--- src/rtl/unified_mem_arbiter.sv ---
// unified_mem_arbiter: shares one single-ported, variable-latency memory
// between instruction fetch and load/store. One access in flight at a time;
// data has fixed priority over fetch. Hung accesses are aborted after
// TIMEOUT_CYCLES and reported with err.
// Optional feature macro: ARB_STARVE_LIMIT_EN -- after MAX_DATA_BURST
// consecutive data grants a pending fetch is granted ahead of data.
module unified_mem_arbiter #(
    parameter int ADDR_W         = 64,
    parameter int DATA_W         = 64,
    parameter int TIMEOUT_CYCLES = 255,
    parameter int MAX_DATA_BURST = 4
) (
    input  logic              clk,
    input  logic              reset,
    input  logic              if_req,
    input  logic [ADDR_W-1:0] if_addr,
    output logic              if_gnt,
    output logic              if_rvalid,
    input  logic              d_req,
    input  logic              d_we,
    input  logic [ADDR_W-1:0] d_addr,
    input  logic [DATA_W-1:0] d_wdata,
    output logic              d_gnt,
    output logic              d_rvalid,
    output logic [DATA_W-1:0] rdata,
    output logic              err,
    output logic              mem_req,
    output logic              mem_we,
    output logic [ADDR_W-1:0] mem_addr,
    output logic [DATA_W-1:0] mem_wdata,
    input  logic              mem_ack,
    input  logic [DATA_W-1:0] mem_rdata
);

    localparam logic [1:0] IDLE    = 2'd0;
    localparam logic [1:0] BUSY_IF = 2'd1;
    localparam logic [1:0] BUSY_D  = 2'd2;
    localparam logic [1:0] RESP    = 2'd3;

    localparam int            TW      = $clog2(TIMEOUT_CYCLES + 1);
    // Last count value before abort: counter starts at 0 on accept, so the
    // request is held for exactly TIMEOUT_CYCLES cycles.
    localparam logic [TW-1:0] TO_LAST = TW'(TIMEOUT_CYCLES - 1);

    logic [1:0]    state;
    logic [TW-1:0] to_cnt;
    logic          grant_ok;
    logic          force_if;

`ifdef ARB_STARVE_LIMIT_EN
    localparam int            BW        = $clog2(MAX_DATA_BURST + 1);
    localparam logic [BW-1:0] BURST_MAX = BW'(MAX_DATA_BURST);

    logic [BW-1:0] burst_cnt;

    // Count consecutive data grants (saturating); any fetch grant restarts the run.
    always_ff @(posedge clk) begin
        if (reset)
            burst_cnt <= '0;
        else if (if_gnt)
            burst_cnt <= '0;
        else if (d_gnt && burst_cnt != BURST_MAX)
            burst_cnt <= burst_cnt + 1'b1;
    end

    assign force_if = if_req && (burst_cnt == BURST_MAX);
`else
    logic unused_cfg;
    assign unused_cfg = ^MAX_DATA_BURST;
    assign force_if   = 1'b0;
`endif

    // Grants only in IDLE; gated by reset so every output reads 0 during reset.
    assign grant_ok = !reset && (state == IDLE);
    assign d_gnt    = grant_ok && d_req && !force_if;
    assign if_gnt   = grant_ok && if_req && !d_gnt;

    // Request FSM: accept, hold mem_* until ack or timeout, respond, recover.
    always_ff @(posedge clk) begin
        if (reset) begin
            state     <= IDLE;
            to_cnt    <= '0;
            mem_req   <= 1'b0;
            mem_we    <= 1'b0;
            mem_addr  <= '0;
            mem_wdata <= '0;
            rdata     <= '0;
            if_rvalid <= 1'b0;
            d_rvalid  <= 1'b0;
            err       <= 1'b0;
        end else begin
            case (state)
                IDLE: begin
                    if (d_gnt) begin
                        mem_req   <= 1'b1;
                        mem_we    <= d_we;
                        mem_addr  <= d_addr;
                        mem_wdata <= d_wdata;
                        to_cnt    <= '0;
                        state     <= BUSY_D;
                    end else if (if_gnt) begin
                        mem_req   <= 1'b1;
                        mem_we    <= 1'b0;
                        mem_addr  <= if_addr;
                        mem_wdata <= '0;
                        to_cnt    <= '0;
                        state     <= BUSY_IF;
                    end
                end
                BUSY_IF, BUSY_D: begin
                    if (mem_ack) begin
                        mem_req   <= 1'b0;
                        rdata     <= mem_we ? '0 : mem_rdata;
                        err       <= 1'b0;
                        if_rvalid <= (state == BUSY_IF);
                        d_rvalid  <= (state == BUSY_D);
                        state     <= RESP;
                    end else if (to_cnt == TO_LAST) begin
                        mem_req   <= 1'b0;
                        rdata     <= '0;
                        err       <= 1'b1;
                        if_rvalid <= (state == BUSY_IF);
                        d_rvalid  <= (state == BUSY_D);
                        state     <= RESP;
                    end else begin
                        to_cnt <= to_cnt + 1'b1;
                    end
                end
                RESP: begin
                    if_rvalid <= 1'b0;
                    d_rvalid  <= 1'b0;
                    err       <= 1'b0;
                    state     <= IDLE;
                end
                default: state <= IDLE;
            endcase
        end
    end

endmodule

--- config.mk ---
export PLATFORM = sky130hd
export DESIGN_NAME = unified_mem_arbiter
export DESIGN_NICKNAME = d
export VERILOG_FILES = /design/src/rtl/unified_mem_arbiter.sv
export SDC_FILE = /design/constraint.sdc
export NUM_CORES = 1
export LEC_CHECK = 0
export BUFFER_PORTS_ARGS = -buffer_cell sky130_fd_sc_hd__buf_2
export CORE_AREA = 2 2 181 183
export DETAILED_ROUTE_END_ITERATION = 8
export DIE_AREA = 0 0 183 185
export PLACE_DENSITY_LB_ADDON = 0.05
export SLEW_MARGIN = 20
export SYNTH_ARGS = -nofsm -noshare
export SYNTH_HDL_FRONTEND = slang
export SYNTH_SLANG_ARGS = --single-unit
--- constraint.sdc ---
create_clock -name clk -period 2.92 [get_ports clk]
set_input_delay 0.584 -clock clk [delete_from_list [all_inputs] [get_ports clk]]
set_output_delay 0.584 -clock clk [all_outputs]
set_load 0.01 [all_outputs]
==> flow_metrics.tcl, run 1 <==
set metrics [dict create \
    worst_slew_pin_slew_ns 0.958 \
    initial_core_util 0.268 \
    grt-ovfl-total 0 \
    grt_pass1_wl_mm 46.7 \
    cts_tree "yes" \
    numPortBuffers 460 \
    cts.repair.resized 0 \
    syn_avg_cell_area_um2 9.65 \
    syn_inst 889 \
    drc 0 \
    status "finished, final reports clean" \
    final_common_cell "buf_2" \
    ir_drop_mv 0.403 \
    grt_pass1_vias 7917 \
    rsz0062_at_grt "false" \
    fin_tns_setup_ns 0 \
    grt_antenna_before_repair 8 \
    clock_skew_ns 0.0199 \
    clockPowerShare 0.307 \
    power_density_nw_per_um2 843 \
    sequentialPowerShare 0.367 \
    ys.flop_type "dfxtp_1" \
    drv_slew 0 \
    finalNonFillerCells 1747 \
    layout.core_utilization 0.375 \
    cp_data_required_time_ns 2.34 \
    critPathLaunchType "flip-flop" \
    place_hpwl_mm 22.3 \
    clk_latency_ns 0.53 \
    grt_max_degree 88 \
    fill_cells 3400 \
    synthArstFlopShare 0 \
    met3_usage 0.0600 \
    track_usage 0.174 \
    boundaryPins 461 \
    final_hold_viol_count 0 \
    busiest_layer "met2" \
    die-area_um2 33900 \
    synth_edf_count 0 \
    synth_seq_cells 207 \
    max_freq_ghz 0.394 \
    switchingPower_mw 3.50 \
    drive_gt1_frac 0.479 \
    drtAntennaViolNets 0 \
    setup_violations 0 \
    cellInternalPower_mw 6.62 \
    wl_per_cell_um 18.0 \
    postCtsSetupBuffers 0 \
    hold_buffers 0 \
    synth_nets 1157 \
    core_um2 32000 \
    yosys_warnings 0 \
    die-width_um 183 \
    yosys.cell_types.count 46 \
    use_met2 0.293 \
    dp_cells 1696 \
    slowest_delay_ns 0.35 \
    period_share 0.870 \
    crit_path_end_kind "output pin" \
    p_comb_frac 0.327 \
    path_clk_slew_ns 0.06 \
    cts.sinks 207 \
    cap_violations 0 \
    gp_congestion 0.756 \
    cts_root_buf "clkbuf_16" \
    syn_to_final_growth_pct 40.0 \
    slowest_stage "inv_4" \
    yosysTopAreaCell "dfxtp_1" \
    synthTopCellsByArea "dfxtp_1 48%, a311oi_2 9.6%, nor2_1 8.7%" \
    drt_iter0_drc 449 \
    period_needed_ns 2.54 \
    worst_hold_slack_ns 0.295 \
    min_path_type "in -> reg" \
    syn-cell-area_um2 8580 \
    die_h_um 185 \
    layout_common_cells "459 x buf_2, 207 x dfxtp_1, 197 x nor2_1" \
    rows 66 \
    path_max_fanout 31 \
    critPathKind "reg -> out" \
    swShare 0.346 \
    total_power_mw 10.1 \
    clockBufferDepth 3 \
    relSlewSlack 0.361 \
    worstPathArrival_ns 1.96 \
    drt-pass1-iter-count 4 \
    cts_buffers 26 \
    seq_area_frac_synth 0.483 \
    num_vias 8155 \
    cp_cell_sequence "inv_1, ha_1, nand3_2, inv_4, buf_2" \
    use_met1 0.209 \
    leakage_nw 5.40 \
    drt-total-wl_mm 31.5 \
    cts_max_level 1 \
    fin_nets 1584 \
    synth.top_cell.area_share 0.483 \
    vias_per_cell 4.67 \
]
## logic make-up after synthesis
group	Yosys count	synth area share
AO/OA/AOI/OAI	232	0.285
adder cells (fa/ha/maj)	6	0.00875
buffers and inverters	88	0.0585
flip-flops	207	0.483
AND/OR/NAND/NOR	356	0.165
## synthesized netlist by cell type (all sizes together), types with 2 or more instances
master,count
nor2,199
o21a,3
nand4,2
a21oi,8
buf,47
clkbuf,33
a211oi,2
nor3,2
a21boi,2
nand2,132
a22oi,129
ha,6
a311oi,68
o21ai,9
nand3,7
dfxtp,207
nand3b,3
inv,8
nand2b,3
a31oi,4
## layout make-up
class / instances / area (µm²) / share of cell area
flip-flops and latches: 207 / 4140 / 0.345
multi-input cells: 594 / 3940 / 0.328
repair buffers: 479 / 2540 / 0.212
clock buffers: 42 / 802 / 0.0668
well taps: 408 / 510 / 0.0425
inverters: 8 / 32.5 / 0.00271
clock inverters: 3 / 18.8 / 0.00156
diodes: 6 / 15.0 / 0.00125
## layer usage
layer  routed length [µm]  vias to the layer above  part of all wire
met1                12800                     3771              0.41
met5                   34                        -            0.0011
met3                 2890                       51             0.092
li1                     -                     4015                 -
met4                  733                        6             0.023
met2                15000                      312              0.48
## stage by stage
step           instance area [µm²]  worst slack (ns)
2_1_floorplan                 8580              1.10
3_3_place_gp                 11200             0.713
3_5_place_dp                 11200             0.715
4_1_cts                      12000             0.306
5_1_grt                      12000             0.205
6_report                     12000             0.379
## worst max-delay path, delay by kind of cell, from the launching register on
| kind | cells | cell delay (ns) |
|---|---|---|
| adder cells (fa/ha/maj) | 1 | 0.29 |
| buffers and inverters | 3 | 0.65 |
| flip-flops | 1 | 0.34 |
| AND/OR/NAND/NOR | 1 | 0.14 |
## final timing paths
check | to | depth (start not counted) | start | slack, ns
worst max-delay path | d_gnt | 5 | state[0]$_SDFFE_PP0P_ | 0.38
worst max register to register | rdata[51]$_SDFFE_PP0P_ | 7 | state[0]$_SDFFE_PP0P_ | 0.74
worst min register to register | d_rvalid$_SDFFE_PP0P_ | 2 | d_rvalid$_SDFFE_PP0P_ | 0.47
worst min-delay path | mem_wdata[33]$_SDFFE_PP0P_ | 3 | d_wdata[33] | 0.29
## flip-flops by register name, indices dropped and copies added (netlist names)
signal,cells
err,1
mem_addr,64
to_cnt,8
mem_req,1
mem_wdata,64
state,2
if_rvalid,1
mem_we,1
d_rvalid,1
rdata,64
## power by group through the flow
stage	Combinational [mW]	Sequential (mW)	Clock, mW
after CTS	3.36	3.71	3.23
after floorplan	1.88	4.03	0
after global routing	3.63	3.79	3.35
after detailed placement	3.36	3.76	0
after global placement	3.36	3.76	0
final	3.31	3.71	3.11
Note: power is estimated with default switching activity, not from simulation.
==> run 2: changes to the inputs <==
--- a/config.mk
+++ b/config.mk
@@ -6,9 +6,9 @@
 export NUM_CORES = 1
 export LEC_CHECK = 0
 export BUFFER_PORTS_ARGS = -buffer_cell sky130_fd_sc_hd__buf_2
-export CORE_AREA = 2 2 181 183
+export CORE_AREA = 2 2 178 180
 export DETAILED_ROUTE_END_ITERATION = 8
-export DIE_AREA = 0 0 183 185
+export DIE_AREA = 0 0 180 182
 export PLACE_DENSITY_LB_ADDON = 0.05
 export SLEW_MARGIN = 20
 export SYNTH_ARGS = -nofsm -noshare
==> constraint.sdc (replaced) <==
create_clock -name clk -period 2.8 [get_ports clk]
set_input_delay 0.56 -clock clk [delete_from_list [all_inputs] [get_ports clk]]
set_output_delay 0.56 -clock clk [all_outputs]
set_load 0.01 [all_outputs]
==> run 2 against run 1 <==
  * Via count grew 0.39%
  * Routed wire length shrank 1.1%
  * First-iteration DRC count shrank 3.8%
  * Global-route usage grew 0.39 points
  * Largest power group unchanged
  * Count of clock-buffer cells in the layout shrank 7
  * Combinational power is 4% higher
  * Clock power is 2% higher
  * Clock skew shrank 0.0092 ns
  * Final cell count fell by 0.80%
  * Die area shrank 3.2%
  * Worst setup slack worse by 0.13 ns
  * Sequential power up 4%
==> flow_metrics.tcl, run 2 (synthesis results as in run 1) <==
set metrics [dict create \
    setup_violations 0 \
    cts_tree "yes" \
    wl_per_cell_um 17.9 \
    period_share 0.909 \
    drt-pass1-iter-count 5 \
    die-width_um 180 \
    clock_skew_ns 0.0107 \
    max_freq_ghz 0.393 \
    p_comb_frac 0.327 \
    grt_max_degree 146 \
    drt-total-wl_mm 31.1 \
    cts_buffers 26 \
    ir_drop_mv 0.454 \
    clockBufferDepth 3 \
    final_hold_viol_count 0 \
    cap_violations 0 \
    hold_buffers 0 \
    vias_per_cell 4.72 \
    fin_nets 1581 \
    top_regs "mem_addr (64), mem_wdata (64), rdata (64)" \
    period_needed_ns 2.55 \
    power_density_nw_per_um2 877 \
    worstPathArrival_ns 1.99 \
    postCtsSetupBuffers 0 \
    drv_slew 0 \
    drive_gt1_frac 0.479 \
    cts.repair.resized 0 \
    grt_pass1_wl_mm 47.0 \
    cts_max_level 1 \
    gp_congestion 0.775 \
    grt-ovfl-total 0 \
    cellInternalPower_mw 6.84 \
    status "finished, final reports clean" \
    drc 0 \
    relSlewSlack 0.373 \
    worst_hold_slack_ns 0.255 \
    drtAntennaViolNets 0 \
    crit_path_end_kind "output pin" \
    rsz0062_at_grt "false" \
    finalNonFillerCells 1733 \
    layout_common_cells "459 x buf_2, 207 x dfxtp_1, 197 x nor2_1" \
    leakage_nw 5.37 \
    clockPowerShare 0.303 \
    switchingPower_mw 3.63 \
    clk_latency_ns 0.53 \
    die_h_um 182 \
    boundaryPins 461 \
    numPortBuffers 460 \
    swShare 0.347 \
    cp_data_required_time_ns 2.24 \
    total_power_mw 10.5 \
    grt_antenna_before_repair 6 \
    critPathKind "reg -> out" \
    track_usage 0.178 \
    dp_cells 1687 \
    syn_to_final_growth_pct 39.3 \
    place_hpwl_mm 21.9 \
    cts_root_buf "clkbuf_16" \
    fin_tns_setup_ns 0 \
    core_um2 31000 \
    num_vias 8187 \
    grt_pass1_vias 7857 \
    min_path_type "in -> reg" \
    worst_slew_pin_slew_ns 0.941 \
    cts.sinks 207 \
    initial_core_util 0.277 \
    sequentialPowerShare 0.370 \
    final_common_cell "buf_2" \
    drt_iter0_drc 432 \
    rows 65 \
    fill_cells 3258 \
    path_clk_slew_ns 0.06 \
    die-area_um2 32800 \
    path_max_fanout 31 \
    critPathLaunchType "flip-flop" \
]
==> run 2: changes by cell type in the layout (fill, tap and decap cells not counted), sizes merged <==
cell      delta
bufinv       +1
clkbuf       -8
clkinv       +2
clkinvlp     +1
buf          -2
diode        -2
==> run 2: worst max-delay path, cell delays in order, from the launching register on <==
cell and delay, ns:
dfxtp_1 0.34, inv_1 0.09, ha_1 0.31, nand3_2 0.15, inv_4 0.34, buf_2 0.22
==> run 2: layer usage <==
layer | vias to the layer above | track usage | share of wire
met2 | 317 | 0.297 | 0.48
met3 | 49 | 0.0556 | 0.081
met1 | 3812 | 0.221 | 0.42
li1 | 4005 | - | -
met5 | - | 0 | 0.0011
met4 | 4 | 0.0507 | 0.022
==> run 2: worst paths after layout <==
kind | depth (start not counted) | slack [ns] | start | to
max | 5 | 0.25 | state[0]$_SDFFE_PP0P_ | d_gnt
min reg2reg | 2 | 0.47 | err$_SDFFE_PP0P_ | err$_SDFFE_PP0P_
max reg2reg | 7 | 0.58 | state[0]$_SDFFE_PP0P_ | err$_SDFFE_PP0P_
min | 2 | 0.25 | reset | mem_req$_SDFFE_PP0P_
==> run 2: layout make-up <==
class | count | area, µm² | share of cell area
Antenna cell | 4 | 10.0 | 0.000838
Clock buffer | 35 | 726 | 0.0607
Clock inverter | 7 | 62.6 | 0.00524
Inverter | 8 | 32.5 | 0.00272
Multi-Input combinational cell | 594 | 3940 | 0.330
Sequential cell | 207 | 4140 | 0.347
Tap cell | 402 | 503 | 0.0421
Timing Repair Buffer | 476 | 2530 | 0.212
==> run 2: metrics by stage <==
| step | utilization | instance area (µm²) | setup slack, ns |
|---|---|---|---|
| after floorplan | - | 8580 | 1.03 |
| after global placement | 0.360 | 11100 | 0.641 |
| after detailed placement | 0.360 | 11100 | 0.578 |
| after CTS | 0.385 | 11900 | 0.183 |
| after global routing | 0.386 | 11900 | 0.102 |
| final | 0.386 | 11900 | 0.254 |
==> run 2: power by group through the flow <==
stage | registers, mW | logic [mW] | clock network [mW]
after global routing | 3.95 | 3.76 | 3.42
after CTS | 3.88 | 3.49 | 3.30
final | 3.87 | 3.43 | 3.17
after global placement | 3.92 | 3.49 | 0
after floorplan | 4.20 | 1.96 | 0
after detailed placement | 3.93 | 3.48 | 0
